### config.mk
export PLATFORM = sky130hd
export DESIGN_NAME = gain_sequencer
export DESIGN_NICKNAME = d
export VERILOG_FILES = /design/src/rtl/gain_sequencer.sv
export SDC_FILE = /design/constraint.sdc
export NUM_CORES = 1
export LEC_CHECK = 0
export BUFFER_PORTS_ARGS = -buffer_cell sky130_fd_sc_hd__buf_2
export CAP_MARGIN = 20
export CORE_UTILIZATION = 40
export CTS_CLUSTER_SIZE = 8
export DETAILED_ROUTE_END_ITERATION = 8
export HOLD_SLACK_MARGIN = 0.12
export PLACE_DENSITY = 0.57
export RECOVER_POWER = 50
export SYNTH_ARGS = -nofsm -noshare
export SYNTH_HDL_FRONTEND = slang
export SYNTH_SLANG_ARGS = --single-unit
### constraint.sdc
create_clock -name clk -period 8.39 [get_ports clk]
set_input_delay 0.839 -clock clk [delete_from_list [all_inputs] [get_ports clk]]
set_output_delay 0.839 -clock clk [all_outputs]
set_load 0.01 [all_outputs]
### src/rtl/gain_sequencer.sv
`default_nettype none
// ============================================================================
//  Module      : gain_sequencer
//  Description : Three-band gain stage. Each accepted band triple is scaled by
//                its per-band applied gain (Q3.4) on one shared 16x8 signed
//                multiplier, with floor shift and saturation. The applied
//                gains ramp toward loadable targets by at most RAMP_STEP LSBs
//                per output frame.
//  Revision    : 1.0 - initial release
// ============================================================================
module gain_sequencer #(
  parameter int GAIN_FRAC = 4,
  parameter int RAMP_STEP = 1
) (
  input  logic               clk,
  input  logic               reset,
  input  logic               sample_valid,
  output logic               sample_ready,
  input  logic signed [15:0] low_band,
  input  logic signed [15:0] mid_band,
  input  logic signed [15:0] high_band,
  input  logic signed [7:0]  gain_low,
  input  logic signed [7:0]  gain_mid,
  input  logic signed [7:0]  gain_high,
  input  logic               gain_load,
  output logic signed [15:0] low_out,
  output logic signed [15:0] mid_out,
  output logic signed [15:0] high_out,
  output logic               out_valid,
  output logic signed [7:0]  cur_gain_low,
  output logic signed [7:0]  cur_gain_mid,
  output logic signed [7:0]  cur_gain_high
);

  typedef enum logic [2:0] {
    IDLE     = 3'd0,
    MUL_LOW  = 3'd1,
    MUL_MID  = 3'd2,
    MUL_HIGH = 3'd3,
    DONE     = 3'd4
  } state_t;

  localparam logic signed [7:0]  c_unity      = 8'sd16;
  localparam logic signed [7:0]  c_ramp_step8 = 8'(RAMP_STEP);
  localparam logic signed [8:0]  c_ramp_step9 = 9'(RAMP_STEP);
  localparam logic signed [23:0] c_sat_max    = 24'sd32767;
  localparam logic signed [23:0] c_sat_min    = -24'sd32768;

  state_t state_q, state_d;

  logic signed [15:0] band_low_q, band_mid_q, band_high_q;
  logic signed [15:0] band_low_d, band_mid_d, band_high_d;
  logic signed [15:0] hold_low_q, hold_mid_q, hold_high_q;
  logic signed [15:0] hold_low_d, hold_mid_d, hold_high_d;
  logic signed [15:0] low_out_q, mid_out_q, high_out_q;
  logic signed [15:0] low_out_d, mid_out_d, high_out_d;
  logic               out_valid_q, out_valid_d;
  logic signed [7:0]  tgt_low_q, tgt_mid_q, tgt_high_q;
  logic signed [7:0]  tgt_low_d, tgt_mid_d, tgt_high_d;
  logic signed [7:0]  cur_low_q, cur_mid_q, cur_high_q;
  logic signed [7:0]  cur_low_d, cur_mid_d, cur_high_d;

  logic signed [15:0] mul_band;
  logic signed [7:0]  mul_gain;
  logic signed [23:0] product;
  logic signed [23:0] shifted;
  logic signed [15:0] sat_result;

  // Move one applied gain toward its target, landing exactly when within a step.
  function automatic logic signed [7:0] ramp_gain(input logic signed [7:0] cur,
                                                  input logic signed [7:0] tgt);
    logic signed [8:0] diff;
    diff = {tgt[7], tgt} - {cur[7], cur};
    if (diff > c_ramp_step9)
      ramp_gain = cur + c_ramp_step8;
    else if (diff < -c_ramp_step9)
      ramp_gain = cur - c_ramp_step8;
    else
      ramp_gain = tgt;
  endfunction

  assign sample_ready  = (state_q == IDLE);
  assign low_out       = low_out_q;
  assign mid_out       = mid_out_q;
  assign high_out      = high_out_q;
  assign out_valid     = out_valid_q;
  assign cur_gain_low  = cur_low_q;
  assign cur_gain_mid  = cur_mid_q;
  assign cur_gain_high = cur_high_q;

  // Shared multiplier: operand select by state, floor shift, then saturate.
  always_comb begin
    mul_band = band_low_q;
    mul_gain = cur_low_q;
    case (state_q)
      MUL_MID: begin
        mul_band = band_mid_q;
        mul_gain = cur_mid_q;
      end
      MUL_HIGH: begin
        mul_band = band_high_q;
        mul_gain = cur_high_q;
      end
      default: ;
    endcase
    product = mul_band * mul_gain;
    shifted = product >>> GAIN_FRAC;
    if (shifted > c_sat_max)
      sat_result = 16'sh7FFF;
    else if (shifted < c_sat_min)
      sat_result = 16'sh8000;
    else
      sat_result = shifted[15:0];
  end

  // Next-state, datapath latching, output update and gain ramp.
  always_comb begin
    state_d     = state_q;
    band_low_d  = band_low_q;
    band_mid_d  = band_mid_q;
    band_high_d = band_high_q;
    hold_low_d  = hold_low_q;
    hold_mid_d  = hold_mid_q;
    hold_high_d = hold_high_q;
    low_out_d   = low_out_q;
    mid_out_d   = mid_out_q;
    high_out_d  = high_out_q;
    out_valid_d = 1'b0;
    tgt_low_d   = tgt_low_q;
    tgt_mid_d   = tgt_mid_q;
    tgt_high_d  = tgt_high_q;
    cur_low_d   = cur_low_q;
    cur_mid_d   = cur_mid_q;
    cur_high_d  = cur_high_q;

    // Targets load on any edge; the ramp below reads the pre-load values.
    if (gain_load) begin
      tgt_low_d  = gain_low;
      tgt_mid_d  = gain_mid;
      tgt_high_d = gain_high;
    end

    case (state_q)
      IDLE: begin
        if (sample_valid && sample_ready) begin
          band_low_d  = low_band;
          band_mid_d  = mid_band;
          band_high_d = high_band;
          state_d     = MUL_LOW;
        end
      end
      MUL_LOW: begin
        hold_low_d = sat_result;
        state_d    = MUL_MID;
      end
      MUL_MID: begin
        hold_mid_d = sat_result;
        state_d    = MUL_HIGH;
      end
      MUL_HIGH: begin
        hold_high_d = sat_result;
        state_d     = DONE;
      end
      DONE: begin
        low_out_d   = hold_low_q;
        mid_out_d   = hold_mid_q;
        high_out_d  = hold_high_q;
        out_valid_d = 1'b1;
        cur_low_d   = ramp_gain(cur_low_q, tgt_low_q);
        cur_mid_d   = ramp_gain(cur_mid_q, tgt_mid_q);
        cur_high_d  = ramp_gain(cur_high_q, tgt_high_q);
        state_d     = IDLE;
      end
      default: state_d = IDLE;
    endcase
  end

  // State and datapath registers; reset abandons any frame in flight.
  always_ff @(posedge clk or posedge reset) begin
    if (reset) begin
      state_q     <= IDLE;
      band_low_q  <= '0;
      band_mid_q  <= '0;
      band_high_q <= '0;
      hold_low_q  <= '0;
      hold_mid_q  <= '0;
      hold_high_q <= '0;
      low_out_q   <= '0;
      mid_out_q   <= '0;
      high_out_q  <= '0;
      out_valid_q <= 1'b0;
      tgt_low_q   <= c_unity;
      tgt_mid_q   <= c_unity;
      tgt_high_q  <= c_unity;
      cur_low_q   <= c_unity;
      cur_mid_q   <= c_unity;
      cur_high_q  <= c_unity;
    end else begin
      state_q     <= state_d;
      band_low_q  <= band_low_d;
      band_mid_q  <= band_mid_d;
      band_high_q <= band_high_d;
      hold_low_q  <= hold_low_d;
      hold_mid_q  <= hold_mid_d;
      hold_high_q <= hold_high_d;
      low_out_q   <= low_out_d;
      mid_out_q   <= mid_out_d;
      high_out_q  <= high_out_d;
      out_valid_q <= out_valid_d;
      tgt_low_q   <= tgt_low_d;
      tgt_mid_q   <= tgt_mid_d;
      tgt_high_q  <= tgt_high_d;
      cur_low_q   <= cur_low_d;
      cur_mid_q   <= cur_mid_d;
      cur_high_q  <= cur_high_d;
    end
  end

endmodule
`default_nettype wire

## Yosys cells after proc, flatten, opt, wreduce, memory -nomap -nowiden

Cells that the tools add are included.
Widths: inputs -> output; s select.

| operators by class | value |
|---|---|
| divide/modulo/power cells | 0 |
| magnitude comparators | 8 |
| bitwise logic cells | 0 |
| reduce and logical (&&, ||, !) cells | 3 |
| multiply operators | 1 |
| add/sub/neg operators | 9 |
| mux-type cells | 13 |
| equality and inequality tests | 5 |
| shifts and indexed selects | 0 |

Operators by type and width:

| operator | number |
|---|---|
| $mux 8 | 6 |
| $mux 16 | 2 |
| $pmux 16 s2 | 1 |
| $gt 9x2->1 const B | 3 |
| $lt 9x1->1 const B | 3 |
| $sub 8x8->9 | 3 |
| $add 8x2->8 const B | 3 |
| $mul 16x8->24 | 1 |
| $sub 8x2->8 const B | 3 |
| $gt 20x16->1 const B | 1 |
| $lt 20x16->1 const B | 1 |
| $pmux 8 s2 | 1 |
| $pmux 3 s4 | 1 |
| $eq 3x2->1 const B | 2 |
| $eq 3x1->1 const B | 1 |
| $eq 3x3->1 const B | 1 |
| $logic_not 3->1 | 1 |
| $mux 3 | 1 |
| $ne 2x1->1 const B | 1 |
| $reduce_and 2->1 | 1 |
| $logic_and 1x1->1 | 1 |
| $mux 1 | 1 |

| word-level totals | value |
|---|---|
| output and inout bits | 74 |
| bits in read-only memories | 0 |
| latch bits | 0 |
| memory bits (writable) | 0 |
| word-level logic and storage cells | 56 |
| memories kept | 0 |
| bits in registers | 196 |

## Logic depth before layout (Yosys ltp)

Gate-level depths: netlist of run 1.

| depth | value |
|---|---|
| depth after elaboration | 6 |
| gate-level depth with buffers | 27 |
| depth with buffers taken out | 23 |

## Least setup slack after synthesis of run 1

No wires, ideal clock.

| timing | value |
|---|---|
| path kind | register to register |
| start | reg state_q[0] |
| end | reg hold_low_q[0] |
| data arrival time | 6.987 ns |
| slack | 1.339 ns |
| stages on the path, launching flop included | 25 |
| data required time | 8.326 ns |
| library setup time | 0.064 ns |
| path through | dfrtp_1 clkbuf_1 clkbuf_1 mux2i_1 nor2_1 a21oi_1 clkbuf_1 nor2_1 fa_1 fa_1 fa_1 inv_1 fa_1 inv_1 ha_1 and4_1 nand2_1 or4_4 a31oi_4 mux2_2 a211o_1 a41o_2 nor2_1 buf_2 a221o_2 |

| between the ends | value |
|---|---|
| word-level cells in the longest chain between the ends | 6 |

RTL lines:

| element | line | source |
|---|---|---|
| from (decl) | 49 | `state_t state_q, state_d;` |
| from (signal assigned) | 199 | `state_q <= state_d;` |
| $eq 3x2->1 | 95 | `case (state_q)` |
| $pmux 16 s2 or $pmux 8 s2 (tied branches) | 95 |  |
| $mul 16x8->24 | 106 | `product = mul_band * mul_gain;` |
| $lt 20x16->1 | 110 | `else if (shifted < c_sat_min)` |
| $mux 16 | 110 |  |
| $mux 16 | 108 | `if (shifted > c_sat_max)` |
| to (signal assigned) | 203 | `hold_low_q <= hold_low_d;` |
| to (decl) | 53 | `logic signed [15:0] hold_low_q, hold_mid_q, hold_high_q;` |

Several ways; a longest one is shown, not always the timed one.
A chain may end at the register's enable or synchronous reset.

## Worst setup path after layout of run 1

| timing | value |
|---|---|
| start | reg state_q[0] |
| end | reg hold_low_q[4] |

Same word-level chain as after synthesis.

==> results.md, run 1 <==
* Status: finished with violations
* Failing checks: max-capacitance violations, max-slew violations
* Hold WC Path Type: reg2reg
* Longest Clk Path Bufs at 2
* Postcts setup bufs at 0
* First-pass GRT wire length at approximately 60 mm
* Core area at between 30000 and 40000 um2
* Layout Nets at slightly below 2000
* Hold Buf Count CTS at 0
* Worst Path Buf+Inv at 4
* Hold Path End: low_out[7]$_DFFE_PP0P_
* Final period util at 0.896
* Cts repair resizes at 0
* Fin crit period at ~7.5 ns
* Filler Cell Count at 3474
* Largest net degree at the start of global routing at 126
* Crit-path max cell delay at ~0.96 ns
* Post-Synthesis Cells at 1560
* CP endpoint kind: flip-flop
* Register area share after synthesis at 0.334
* Crit Path Max Fanout at 16
* Synth area leaders: dfrtp_1 32%, fa_1 14%, ha_1 6.3%
* WP data required at 8.79 ns
* RR Endpoint: hold_low_q[4]$_DFFE_PP0P_
* # diodes at 0
* Met3 Use GR at 0.0311
* Drt drc at 0
* Crit Path Class: reg2reg
* Syn-to-layout area delta at 11.8%
* Clock Sink Count at 196
* Via-to-Cell Ratio at roughly 5.3
* YS warnings at 0
* Reg2Reg Setup Slack at 0.87 ns
* Clk slew on worst S/H paths at 0.08 ns
* M1 GR Usage at 0.286
* Num ports at 150
* TritonCTS clock tree: done
* Die Span X at 194 um
* # setup viols final at 0
* Worst-margin pin slew at 5.45 ns
* Vias in the first global route at between 10000 and 15000
* Tot GR Track Use at 0.194
* Achievable Freq at approximately 0.13 GHz
* Slew headroom at -2.65
* Placed cell count at between 2000 and 2500
* Final Hold Fails at 0
* Mapped Area at 14700 um2
* Synth cell count leaders: 190 x dfrtp_1, 190 x nand2_1, 186 x inv_1, 171 x nor2_1, 105 x fa_1
* Most common cell on crit path: fa_1
* DR WL/cell at roughly 16 um
* Max cap viols at 3
* WP data arrival at 7.91 ns
* Row count at 69
* Antenna violations before repair at 2
* Root buf cell: clkbuf_16
* Setup TNS Final at 0 ns
* Max Transition Viols Final at 230
* Fin util at 0.458
* Cell breakdown of the critical path: buf_4 -> mux2i_1 -> nor2_1 -> a21oi_1 -> or2_2 -> fa_1 -> inv_1 -> fa_1 -> fa_1 -> inv_1 -> fa_1 -> inv_1 -> ha_1 -> and4_1 -> nand2_1 -> or4_4 -> a31oi_4 -> and4_1 -> a2111oi_2 -> o41a_4 -> nor2_4 -> a221o_2
* Final WL at approximately 35 mm
* Worst Reg-to-Reg Cells at 22
* Starting density of the core at 0.409
* HPWL Detailed at 26.9 mm
* Synth area leader: dfrtp_1
* RSZ-0062 raised after global routing: false
* First-pass DRT Iterations at 5
* Die Ht at just under 200 um
* Synthesized area per cell at around 9.4 um2
* Global route hottest layer: met2
* DR vias at 11400
* Worst skew pair latency at 0.46 ns
* Share of the synthesized area in the top cell type at 0.323
* Htree depth at 4
* Post-route ant nets at 0
* GR Util met2 at 0.291
* Delay-heaviest family, CP: adder cells
* Asr flop ratio synth at 1.00
* Clock Skews at 0.00908 ns
* Global route overflow at 0
* Yosys reg bits at approximately 200
* Final Non-Filler Cells at 2160
* Port bufs at 149
* Hold Path Origin: low_out[7]$_DFFE_PP0P_
* Share of cells above drive strength 1 at 0.163
* Slowest-stage cell, CP: dfrtp_1
* Fin Hold WS at 0.475 ns
* Reg-to-Reg Start: state_q[0]$_DFFE_PP0P_
* Die area at 37500 um2
* EDFF count, synth at 0
* CTS Buf Count at 17
* Syn Nets at 1815
* Main synth FF type: dfrtp_1
* Routability cong. at 0.859
* Worst hold path depth at 2
* Startpoint Class: flip-flop
* Initial drt markers at about 710
* Yosys cell types at 80
==> worst min-delay path, delay by kind of cell (launching register included) <==
family	cells	cell delay, ns
AND/OR/NAND/NOR	2	0.10
flip-flops	1	0.35
==> cell usage in the layout, fill, tap and decap left out, types with 15 or more instances in the layout <==
cell / instances
a21oi_1: 73
a221o_2: 33
buf_2: 78
buf_4: 15
clkbuf_1: 73
clkbuf_16: 17
dfrtp_1: 190
fa_1: 105
ha_1: 74
inv_1: 185
mux2_2: 69
mux2i_1: 35
nand2_1: 189
nand3_1: 23
nor2_1: 171
nor2b_1: 24
nor3_1: 19
o21ai_0: 56
or2_2: 26
xnor2_1: 31
==> worst max path at each step <==
stage                           endpoint  cells after the start  slack, ns                   start
4_1_cts        hold_low_q[5]$_DFFE_PP0P_                     22       0.88  state_q[0]$_DFFE_PP0P_
3_3_place_gp   hold_low_q[4]$_DFFE_PP0P_                     22       1.08  state_q[0]$_DFFE_PP0P_
6_report       hold_low_q[4]$_DFFE_PP0P_                     22       0.87  state_q[0]$_DFFE_PP0P_
3_5_place_dp   hold_low_q[5]$_DFFE_PP0P_                     22       0.89  state_q[0]$_DFFE_PP0P_
5_1_grt        hold_low_q[0]$_DFFE_PP0P_                     22       0.50  state_q[0]$_DFFE_PP0P_
2_1_floorplan  hold_low_q[0]$_DFFE_PP0P_                     24       1.34  state_q[0]$_DFFE_PP0P_
==> per-stage QoR <==
step / worst slack [ns] / cell area (um2)
final: 0.874 / 16400
after global routing: 0.504 / 16400
after CTS: 0.876 / 16500
after detailed placement: 0.893 / 15900
after global placement: 1.08 / 15900
after floorplan: 1.34 / 14700
==> registers in the layout, summed over array words and instances (netlist names) <==
register,cells
band_mid_q,16
band_low_q,16
hold_mid_q,16
high_out,16
cur_gain_high,8
mid_out,16
low_out,16
cur_gain_low,8
cur_gain_mid,8
hold_high_q,16
tgt_mid_q,8
tgt_high_q,8
state_q,3
band_high_q,16
hold_low_q,16
out_valid,1
tgt_low_q,8
==> layer usage <==
metal	routed length, um	vias up
met3	1380	31
met2	15300	237
li1	-	5514
met5	13	-
met4	498	2
met1	18200	5588
==> cell families (layout without fill, tap and decap cells) <==
family,count (synthesis),count (layout),synth area share
mux,104,104,0.0767
simple gates,516,516,0.159
flops,196,196,0.334
buf+inv,249,388,0.0655
compound gates,278,278,0.137
fa+ha+maj,179,179,0.206
xor+xnor,38,38,0.0226
==> area by class of cell <==
class / instances / area [um2] / share of cell area
Clock buffer: 17 / 425 / 0.0259
Clock inverter: 15 / 181 / 0.0110
Inverter: 188 / 707 / 0.0430
Multi-Input combinational cell: 1115 / 8840 / 0.537
Sequential cell: 196 / 4910 / 0.299
Tap cell: 461 / 577 / 0.0351
Timing Repair Buffer: 168 / 802 / 0.0488
Power of run 1 is left out: the tool's default activity adds up to more than one toggle a clock period on the data nets, which glitch-free logic cannot reach.
==> inputs of run 2 (changes only) <==
--- a/config.mk
+++ b/config.mk
@@ -7,11 +7,12 @@
 export LEC_CHECK = 0
 export BUFFER_PORTS_ARGS = -buffer_cell sky130_fd_sc_hd__buf_2
 export CAP_MARGIN = 20
-export CORE_UTILIZATION = 40
+export CORE_UTILIZATION = 55
 export CTS_CLUSTER_SIZE = 8
 export DETAILED_ROUTE_END_ITERATION = 8
 export HOLD_SLACK_MARGIN = 0.12
-export PLACE_DENSITY = 0.57
+export MAX_ROUTING_LAYER = met4
+export PLACE_DENSITY = 0.74
 export RECOVER_POWER = 50
 export SYNTH_ARGS = -nofsm -noshare
 export SYNTH_HDL_FRONTEND = slang
==> run 2 against run 1 <==
  * The flow finishes with violations (design-rule violations, max-capacitance violations, max-slew violations)
  * Highest routed layer is now met4
  * Wire length down 4.0%
  * Non-clock buffer count rose by 2
  * Global-route usage rose by 7.5 points
  * Clock skew up 0.0075 ns
  * First-iteration DRC count is 17% higher
  * Largest cell class unchanged
  * Utilization up 17 points
  * Via count increased by 2.1%
  * Worst hold slack better by 0.0024 ns
  * Sequential share of layout area is 0.11 points higher
==> results.md, run 2 (synthesis results as in run 1) <==
* Final Hold Fails at 0
* Share of cells above drive strength 1 at 0.173
* Max cap viols at 5
* Post-route ant nets at 0
* Final WL at 34.0 mm
* Root buf cell: clkbuf_16
* Crit Path Class: reg2reg
* RSZ-0062 raised after global routing: false
* Initial drt markers at 832
* HPWL Detailed at around 25 mm
* Row count at 59
* Syn-to-layout area delta at 11.4%
* WP data arrival at roughly 8.4 ns
* Final period util at 0.953
* DR vias at 11600
* Max Transition Viols Final at just under 300
* Drt drc at 16
* Core area at 26100 um2
* TritonCTS clock tree: done
* Starting density of the core at 0.563
* Achievable Freq at 0.125 GHz
* Clock Sink Count at 196
* Htree depth at 4
* Routability cong. at 0.882
* DR WL/cell at 16.7 um
* Filler Cell Count at 2271
* First-pass DRT Iterations at 7
* CP endpoint kind: flip-flop
* Cts repair resizes at 0
* Num ports at 150
* Failing checks: design-rule violations, max-capacitance violations, max-slew violations
* Hold Buf Count CTS at 0
* Antenna violations before repair at 1
* Longest Clk Path Bufs at 2
* Worst skew pair latency at 0.45 ns
* Global route overflow at 0
* Slew headroom at -2.29
* Die Ht at approximately 170 um
* Status: finished with violations
* CTS Buf Count at 17
* Vias in the first global route at 11600
* Via-to-Cell Ratio at roughly 5.7
* Crit path from: state_q[0]$_DFFE_PP0P_
* Largest net degree at the start of global routing at 113
* Reg-to-Reg Start: state_q[0]$_DFFE_PP0P_
* Crit Path Max Fanout at 20
* Postcts setup bufs at 0
* Most common cell after layout, fill and taps aside: dfrtp_1
* Most frequent cells in the layout: 190 x dfrtp_1, 189 x nand2_1, 185 x inv_1, 171 x nor2_1, 105 x fa_1
* First-pass GRT wire length at about 57 mm
* Fin crit period at 7.99 ns
* Layout Nets at 1943
* Port bufs at 149
* Startpoint Class: flip-flop
* Clk slew on worst S/H paths at around 0.09 ns
* Die Span X at 166 um
* Setup TNS Final at 0 ns
* Tot GR Track Use at 0.269
* Worst-margin pin slew at 4.91 ns
* # setup viols final at 0
* Hold WC Path Type: reg2reg
* Hold Path Origin: mid_out[4]$_DFFE_PP0P_
* Die area at 27400 um2
* Clock Skews at 0.0166 ns
* WP data required at 8.78 ns
## run 2: changes by cell type in the layout (fill, tap and decap cells not counted), moves of 2 or more
cell and delta:
buf_2 +15, clkbuf_1 -14, dfstp_1 -3, dfstp_2 +3
inv_16 +5, inv_6 -3, inv_8 +2
## run 2: critical path, cell delays in order, from the launching register on
cell,delay [ns]
dfrtp_1,1.00
buf_4,0.34
mux2i_1,0.22
nor2_1,0.06
a21oi_1,0.55
or2_2,0.23
fa_1,0.42
fa_1,0.51
inv_1,0.06
fa_1,0.53
inv_1,0.05
fa_1,0.53
inv_1,0.05
ha_1,0.35
o21ai_2,0.08
o21a_1,0.19
or4_4,0.53
a31oi_4,0.24
mux2_2,0.37
a211o_1,0.30
a41o_2,0.26
nor2_1,0.78
a221o_2,0.24
## run 2: metal layers
layer	wire (um)	GRT usage	share of wire	vias up
met5	0	-	0	-
met4	640	0.0731	0.019	0
met1	16100	0.374	0.47	5726
li1	-	-	-	5520
met2	15600	0.413	0.46	317
met3	1700	0.0355	0.050	47
## run 2: area by class of cell
cell class | count | area, um2 | area share
multi-input combinational | 1115 | 8830 | 0.539
tap | 335 | 419 | 0.0256
clock inverter | 15 | 240 | 0.0147
timing repair buffer | 170 | 840 | 0.0513
antenna | 1 | 2.50 | 0.000153
sequential | 196 | 4910 | 0.300
clock buffer | 17 | 425 | 0.0260
inverter | 188 | 707 | 0.0432
## run 2: final timing paths
kind / end / slack [ns] / cells after the start
worst max register to register: hold_mid_q[5]$_DFFE_PP0N_ / 0.40 / 22
max in group asynchronous: cur_gain_mid[2]$_DFFE_PP0P_ / 1.49 / 4
worst min register to register: mid_out[4]$_DFFE_PP0P_ / 0.48 / 2
worst max-delay path: hold_mid_q[5]$_DFFE_PP0N_ / 0.40 / 22
worst min-delay path: mid_out[4]$_DFFE_PP0P_ / 0.48 / 2
min in group asynchronous: tgt_mid_q[7]$_DFFE_PP0P_ / 1.88 / 2
## run 2: per-stage QoR
step	utilization	setup slack [ns]	instance area [um2]	cells	hold slack (ns)
after floorplan	-	1.34	14700	1560	0.439
after global placement	0.603	0.735	15800	2001	0.453
final	0.627	0.396	16400	2037	0.477
after global routing	0.627	0.0147	16400	2037	0.495
after CTS	0.629	0.449	16400	2034	0.478
after detailed placement	0.604	0.565	15800	2002	0.457
Power of run 2 is left out for the same reason.
